$ cat config.mk
export PLATFORM = sky130hd
export DESIGN_NAME = uninasoc_plic_ctrl
export DESIGN_NICKNAME = d
export VERILOG_FILES = /design/src/rtl/uninasoc_pkg.sv /design/src/rtl/uninasoc_plic_gateway.sv /design/src/rtl/uninasoc_plic_ctrl.sv
export SDC_FILE = /design/constraint.sdc
export NUM_CORES = 1
export LEC_CHECK = 0
export BUFFER_PORTS_ARGS = -buffer_cell sky130_fd_sc_hd__clkbuf_2
export CAP_MARGIN = 30
export CORE_ASPECT_RATIO = 0.7
export CORE_UTILIZATION = 60
export CTS_BUF_LIST = sky130_fd_sc_hd__clkbuf_8
export DETAILED_ROUTE_END_ITERATION = 12
export PLACE_DENSITY = 0.77
export SLEW_MARGIN = 20
export SYNTH_ARGS = -nofsm -noshare
export SYNTH_HDL_FRONTEND = slang
export SYNTH_SLANG_ARGS = --single-unit
$ cat constraint.sdc
create_clock -name clock_i -period 83.1 [get_ports clock_i]
set_input_delay 16.62 -clock clock_i [delete_from_list [all_inputs] [get_ports clock_i]]
set_output_delay 16.62 -clock clock_i [all_outputs]
set_load 0.1 [all_outputs]
$ cat src/rtl/uninasoc_pkg.sv
// Shared SoC constants for the PLIC: sizes, interrupt line numbers and
// register offsets used by the controller and by software-facing code.
package uninasoc_pkg;

  localparam int unsigned PLIC_NUM_SRC    = 32;
  localparam int unsigned PLIC_PRIO_WIDTH = 3;

  // Interrupt line numbers; each one is the bit index into irq_src_i
  localparam int unsigned PLIC_RESERVED_INTERRUPT = 0;
  localparam int unsigned PLIC_GPIO_INTERRUPT     = 1;
  localparam int unsigned PLIC_TIM0_INTERRUPT     = 2;
  localparam int unsigned PLIC_TIM1_INTERRUPT     = 3;
  localparam int unsigned PLIC_UART_INTERRUPT     = 4;

  localparam logic [7:0] PLIC_PRIORITY_OFFSET  = 8'h00;
  localparam logic [7:0] PLIC_PENDING_OFFSET   = 8'h80;
  localparam logic [7:0] PLIC_ENABLE_OFFSET    = 8'h84;
  localparam logic [7:0] PLIC_EDGE_OFFSET      = 8'h88;
  localparam logic [7:0] PLIC_THRESHOLD_OFFSET = 8'h8C;
  localparam logic [7:0] PLIC_CLAIM_OFFSET     = 8'h90;

  typedef logic [$clog2(PLIC_NUM_SRC)-1:0] plic_id_t;
  typedef logic [PLIC_PRIO_WIDTH-1:0]      plic_prio_t;

endpackage

$ cat src/rtl/uninasoc_plic_gateway.sv
// Per-source interrupt gateway: edge/level detection, pending latch and
// in-flight tracking between claim and complete.
module uninasoc_plic_gateway
  import uninasoc_pkg::*;
(
  input  logic clock_i,
  input  logic reset_ni,
  input  logic src_i,
  input  logic edge_i,
  input  logic claim_i,
  input  logic complete_i,
  output logic pending_o,
  output logic inflight_o
);

  logic src_q;
  logic pending_q, pending_d;
  logic inflight_q, inflight_d;
  logic set_s;

  // Trigger detection; a level source is gated off in its own claim cycle
  always_comb begin
    if (edge_i) begin
      set_s = src_i & ~src_q;
    end else begin
      set_s = src_i & ~inflight_q & ~claim_i;
    end
  end

  // Pending/in-flight next state; a new trigger beats a claim clear
  always_comb begin
    if (set_s) begin
      pending_d = 1'b1;
    end else if (claim_i) begin
      pending_d = 1'b0;
    end else begin
      pending_d = pending_q;
    end
    if (claim_i) begin
      inflight_d = 1'b1;
    end else if (complete_i) begin
      inflight_d = 1'b0;
    end else begin
      inflight_d = inflight_q;
    end
  end

  // Gateway state registers
  always_ff @(posedge clock_i or negedge reset_ni) begin
    if (!reset_ni) begin
      src_q      <= 1'b0;
      pending_q  <= 1'b0;
      inflight_q <= 1'b0;
    end else begin
      src_q      <= src_i;
      pending_q  <= pending_d;
      inflight_q <= inflight_d;
    end
  end

  assign pending_o  = pending_q;
  assign inflight_o = inflight_q;

endmodule

$ cat src/rtl/uninasoc_plic_ctrl.sv
// Compact PLIC: per-source gateways, registered priority arbiter, and a
// single-cycle register port with claim/complete handshake.
module uninasoc_plic_ctrl
  import uninasoc_pkg::*;
#(
  parameter int unsigned NUM_SRC    = PLIC_NUM_SRC,
  parameter int unsigned PRIO_WIDTH = PLIC_PRIO_WIDTH
) (
  input  logic               clock_i,
  input  logic               reset_ni,
  input  logic [NUM_SRC-1:0] irq_src_i,
  input  logic               reg_req_i,
  input  logic               reg_we_i,
  input  logic [7:0]         reg_addr_i,
  input  logic [31:0]        reg_wdata_i,
  output logic [31:0]        reg_rdata_o,
  output logic               reg_ack_o,
  output logic               irq_o
);

  localparam int unsigned ID_W = $clog2(NUM_SRC);
  localparam logic [NUM_SRC-1:0] SRC_MASK = {{(NUM_SRC-1){1'b1}}, 1'b0};
  localparam logic [NUM_SRC-1:0] ONE_HOT0 = {{(NUM_SRC-1){1'b0}}, 1'b1};
  localparam logic [31:0] PRIO_IMPL = (NUM_SRC >= 32) ? 32'hFFFF_FFFF
                                                      : ((32'd1 << NUM_SRC) - 32'd1);

  logic [NUM_SRC-1:0]    pending_s, inflight_s, eligible_s;
  logic [NUM_SRC-1:0]    claim_sel_s, complete_sel_s;
  logic [NUM_SRC-1:0]    enable_q, enable_d, edge_q, edge_d;
  logic [PRIO_WIDTH-1:0] prio_q [NUM_SRC];
  logic [PRIO_WIDTH-1:0] prio_d [NUM_SRC];
  logic [PRIO_WIDTH-1:0] threshold_q, threshold_d;
  logic [ID_W-1:0]       best_id_q, best_id_d;
  logic [PRIO_WIDTH-1:0] best_prio_q, best_prio_d;
  logic                  irq_q, irq_d, ack_q;
  logic [31:0]           rdata_q, rdata_d;
  logic [7:0]            word_addr_s;
  logic [4:0]            prio_idx_s;
  logic                  wr_s, rd_s, prio_hit_s, claim_fire_s, complete_fire_s;
  logic                  unused_s;

  assign unused_s = ^{reg_addr_i[1:0], irq_src_i[0], claim_sel_s[0],
                      complete_sel_s[0], edge_q[0]};

  // Access decode
  always_comb begin
    word_addr_s = {reg_addr_i[7:2], 2'b00};
    prio_idx_s  = reg_addr_i[6:2];
    wr_s        = reg_req_i & reg_we_i;
    rd_s        = reg_req_i & ~reg_we_i;
    prio_hit_s  = ~reg_addr_i[7] & PRIO_IMPL[prio_idx_s];
  end

  for (genvar n = 1; n < NUM_SRC; n++) begin : g_gw
    uninasoc_plic_gateway u_gateway (
      .clock_i    (clock_i),
      .reset_ni   (reset_ni),
      .src_i      (irq_src_i[n]),
      .edge_i     (edge_q[n]),
      .claim_i    (claim_sel_s[n]),
      .complete_i (complete_sel_s[n]),
      .pending_o  (pending_s[n]),
      .inflight_o (inflight_s[n])
    );
  end
  assign pending_s[0]  = 1'b0;
  assign inflight_s[0] = 1'b0;

  // Claim takes the registered winner; complete only accepts a valid in-flight ID
  always_comb begin
    claim_fire_s    = rd_s && (word_addr_s == PLIC_CLAIM_OFFSET) && (best_prio_q != '0);
    complete_fire_s = wr_s && (word_addr_s == PLIC_CLAIM_OFFSET) &&
                      (reg_wdata_i != 32'd0) && (reg_wdata_i < NUM_SRC) &&
                      inflight_s[reg_wdata_i[ID_W-1:0]];
    claim_sel_s     = claim_fire_s ? (ONE_HOT0 << best_id_q) : '0;
    complete_sel_s  = complete_fire_s ? (ONE_HOT0 << reg_wdata_i[ID_W-1:0]) : '0;
  end

  // Arbiter: strict '>' while scanning upwards keeps ties on the lowest ID
  always_comb begin
    best_id_d   = '0;
    best_prio_d = '0;
    eligible_s  = '0;
    for (int unsigned n = 1; n < NUM_SRC; n++) begin
      eligible_s[n] = pending_s[n] & enable_q[n] & ~inflight_s[n] & (prio_q[n] != '0);
      best_id_d     = (eligible_s[n] && (prio_q[n] > best_prio_d)) ? ID_W'(n) : best_id_d;
      best_prio_d   = (eligible_s[n] && (prio_q[n] > best_prio_d)) ? prio_q[n] : best_prio_d;
    end
    irq_d = (best_prio_d > threshold_q);
  end

  // Read data mux
  always_comb begin
    rdata_d = 32'd0;
    if (rd_s) begin
      if (prio_hit_s) begin
        rdata_d = 32'(prio_q[prio_idx_s]);
      end else begin
        case (word_addr_s)
          PLIC_PENDING_OFFSET:   rdata_d = 32'(pending_s);
          PLIC_ENABLE_OFFSET:    rdata_d = 32'(enable_q);
          PLIC_EDGE_OFFSET:      rdata_d = 32'(edge_q);
          PLIC_THRESHOLD_OFFSET: rdata_d = 32'(threshold_q);
          PLIC_CLAIM_OFFSET:     rdata_d = 32'(best_id_q);
          default:               rdata_d = 32'd0;
        endcase
      end
    end else begin
      rdata_d = 32'd0;
    end
  end

  // Configuration writes; bit 0 / PRIORITY[0] stay hardwired to zero
  always_comb begin
    enable_d    = enable_q;
    edge_d      = edge_q;
    threshold_d = threshold_q;
    prio_d      = prio_q;
    if (wr_s) begin
      if (prio_hit_s) begin
        if (prio_idx_s != 5'd0) begin
          prio_d[prio_idx_s] = reg_wdata_i[PRIO_WIDTH-1:0];
        end else begin
          prio_d = prio_q;
        end
      end else begin
        case (word_addr_s)
          PLIC_ENABLE_OFFSET:    enable_d    = reg_wdata_i[NUM_SRC-1:0] & SRC_MASK;
          PLIC_EDGE_OFFSET:      edge_d      = reg_wdata_i[NUM_SRC-1:0] & SRC_MASK;
          PLIC_THRESHOLD_OFFSET: threshold_d = reg_wdata_i[PRIO_WIDTH-1:0];
          default:               threshold_d = threshold_q;
        endcase
      end
    end else begin
      threshold_d = threshold_q;
    end
  end

  // Controller registers
  always_ff @(posedge clock_i or negedge reset_ni) begin
    if (!reset_ni) begin
      enable_q    <= '0;
      edge_q      <= '0;
      threshold_q <= '0;
      best_id_q   <= '0;
      best_prio_q <= '0;
      irq_q       <= 1'b0;
      ack_q       <= 1'b0;
      rdata_q     <= 32'd0;
      for (int i = 0; i < int'(NUM_SRC); i++) begin
        prio_q[i] <= '0;
      end
    end else begin
      enable_q    <= enable_d;
      edge_q      <= edge_d;
      threshold_q <= threshold_d;
      best_id_q   <= best_id_d;
      best_prio_q <= best_prio_d;
      irq_q       <= irq_d;
      ack_q       <= reg_req_i;
      rdata_q     <= rdata_d;
      for (int i = 0; i < int'(NUM_SRC); i++) begin
        prio_q[i] <= prio_d[i];
      end
    end
  end

  assign reg_rdata_o = rdata_q;
  assign reg_ack_o   = ack_q;
  assign irq_o       = irq_q;

endmodule
==> impl_metrics.yaml <==
cells_and_area:
  final_cells: 2443
  nNetsFinal: 2144
  fill_cells: 2353
  final_common_cell: "dfrtp_1"
  area_growth_pct: 10.5
  drive_gt1_share_pct: 18.8
  most-common-layout-cells: "dfrtp_1 (296), nand2_1 (295), nor2_1 (234), o21ai_0 (181), mux2_2 (105)"
  antenna_cells: 0
timing:
  tns_ns: 0
  max_freq_ghz: 0.0211
  fin_crit_ns: 47.31
  max_slew_margin_pct: 24.8
  finalClockSkew_ns: 0.0209
  worstMarginPinSlew_ns: 1.13
  rsz0062_at_grt: "false"
  finalSetupViolations: 0
  post-route-period-util_pct: 56.9
  final_max_slew_viol_count: 0
  final_hold_viol_count: 0
drt:
  firstDrtPassIters: 5
  drt-initial-drc-count: 1716
  vias: 16100
  ant_nets: 0
  wl_per_cell_um: 22.5
  totalWireLength_um: 54900
  drc: 0
  avgViaCountPerCell: 6.58
grt:
  antenna_found_initial: 1
  grt_usage_pct: 36.2
  grt_pass1_wl_um: 85000
  grt_pass1_vias: 15100
  grt_max_degree: 188
  overflow: 0
setup_path:
  cpPeakStageDelay_ns: 0.65
  slowest_stage: "o41ai_2"
  worstSetupPathType: "flop to flop"
  crit_arrival_ns: 47.81
  cp_max_fo: 11
  worst_ep_required_time_ns: 83.60
  cp.buffers_inverters: 2
  crit_family: "compound AO/OA/AOI/OAI gates"
  critPathLaunchType: "flop"
  cp-end-kind: "flop"
  crit_path_frequent_cell: "nor2_1"
cts:
  clock_latency_ns: 0.62
  clk_pin_slew_ns: 0.07
  cts_hold_buf: 0
  ctsResizeCount: 0
  cts_num_sinks: 296
  tritoncts: "yes"
  cts_buffers: 48
  clk_path_buf_depth: 3
  htree_levels: 2
  post-cts-setup-buffer-count: 0
  cts_root_buffer: "clkbuf_8"
yosys:
  async_reset_ff_share_pct: 100
  synth-main-ff-cell: "dfrtp_1"
  synth_nets: 2049
  synthDistinctLibCells: 97
  ys_warn_count: 0
  netlist_area_mm2: 0.0178
  synth_edf_count: 0
  syn_area_per_cell_um2: 9.21
  synthCells: 1936
  synth.ff_latch_count: 296
  synth-seq-area-share_pct: 41.5
die:
  start_util_pct: 61.3
  row_count: 52
  die_y_um: 146
  boundaryPins: 110
  core-area_mm2: 0.0291
  fp.dieW_um: 208
  dieArea_mm2: 0.0304
placement:
  dp_hpwl_um: 39100
  dp.cells: 2356
  gp_congestion: 0.953
  io_buffers: 106
power:
  max-vdd-ir-drop_mv: 0.0166
  p_per_area_mw_per_mm2: 22.7
  p_leak_nw: 9.27
flow_run:
  maxCapViolCount: 0
outcome:
  status: "finished clean"
min_path:
  hold_path_class: "flop to flop"
-- metal layers --
layer	part of all wire (%)	vias to the layer above	track usage, %
met1	44	7909	53.1
met4	3.2	0	13.2
met5	0	-	0
li1	-	7209	-
met3	11	99	9.61
met2	42	851	51.5
-- worst reg2reg max path, delay by kind of cell (launching register included) --
kind,cells,cell delay [ns]
AO/OA/AOI/OAI,80,17.49
AND/OR/NAND/NOR,93,15.71
adder cells (fa/ha/maj),34,9.97
multiplexers,11,3.45
flip-flops,1,0.41
buffers and inverters,2,0.15
-- where the power goes --
part	leakage [nW]	switching, W	internal, W
clock network	0.563	0.0000623	0.0000731
logic	5.12	0.0000851	0.0000574
registers	3.59	0.0000134	0.000155
total	9.27	0.000161	0.000286
-- synthesized netlist by cell type (all sizes together) (6+ instances only) --
library cell | instances | area (um2)
and3 | 16 | 105
a221oi | 7 | 67.6
and2 | 29 | 181
a31o | 7 | 61.3
clkbuf | 56 | 211
nand2b | 8 | 50.1
a21oi | 75 | 375
mux2 | 106 | 1200
o21bai | 7 | 52.6
nor3 | 42 | 210
inv | 87 | 327
or2 | 13 | 81.3
nand3 | 32 | 160
nand4b | 6 | 52.6
ha | 37 | 463
o31ai | 17 | 133
a211o | 7 | 61.3
a21o | 10 | 75.1
nor2 | 234 | 878
nor4 | 15 | 140
nand2 | 295 | 1110
maj3 | 6 | 61.3
o21a | 21 | 158
a22o | 36 | 315
nor2b | 11 | 68.8
o211ai | 14 | 124
or3 | 6 | 42.5
a31oi | 17 | 113
mux4 | 41 | 923
nand4 | 14 | 87.6
dfrtp | 296 | 7410
nand3b | 6 | 45.0
a211oi | 15 | 118
and3b | 8 | 70.1
a21boi | 6 | 48.8
buf | 19 | 81.3
o21ai | 183 | 916
mux2i | 33 | 330
-- path summary, 6_finish.rpt --
path                                                           from                        end  slack [ns]  cells past startpoint
max                        g_gw[1].u_gateway.inflight_o$_DFFE_PN0P_            irq_o$_DFF_PN0_       35.79                    220
min                                          prio_q[93]$_DFFE_PN0P_     prio_q[93]$_DFFE_PN0P_        0.37                      0
max reg2reg                g_gw[1].u_gateway.inflight_o$_DFFE_PN0P_            irq_o$_DFF_PN0_       35.79                    220
min reg2reg                                  prio_q[93]$_DFFE_PN0P_     prio_q[93]$_DFFE_PN0P_        0.37                      0
max in group asynchronous                                  reset_ni     prio_q[31]$_DFFE_PN0P_       65.52                      2
min in group asynchronous                                  reset_ni  reg_rdata_o[11]$_DFF_PN0_       16.07                      1
-- layout make-up --
type	instances	area, um2	area share (%)
inverters	87	327	1.66
well taps	378	473	2.40
clock buffers	58	798	4.05
repair buffers	120	656	3.33
multi-input cells	1478	9820	49.8
clock inverters	26	219	1.11
flip-flops and latches	296	7410	37.6
-- per-stage QoR --
stage               setup WS (ns)  total power [W]  util (%)  hold slack [ns]  area, um2
global route                32.31         0.000470      67.7            0.389      19700
detailed placement          36.84         0.000309      64.2            0.367      18700
finish                      35.79         0.000447      67.7            0.375      19700
floorplan                   42.87         0.000270         -            0.425      17800
global placement            37.73         0.000304      64.2            0.361      18700
CTS                         36.63         0.000444      67.7            0.381      19700
-- registers in the layout (all words and copies together), names as in the netlist --
register	cells
prio_q	96
reg_rdata_o	32
edge_q	31
enable_q	31
g_gw.u_gateway.inflight_o	31
g_gw.u_gateway.pending_o	31
g_gw.u_gateway.src_q	31
best_id_q	5
best_prio_q	3
threshold_q	3
irq_o	1
reg_ack_o	1
-- logic make-up after synthesis --
logic type,Yosys count,share of synthesized area (%)
buffers and inverters,162,3.47
adder cells (fa/ha/maj),43,2.94
multiplexers,180,13.7
AND/OR/NAND/NOR,760,19.7
AO/OA/AOI/OAI,495,18.6
flip-flops,296,41.5
Power figures use the tool's default switching activity.
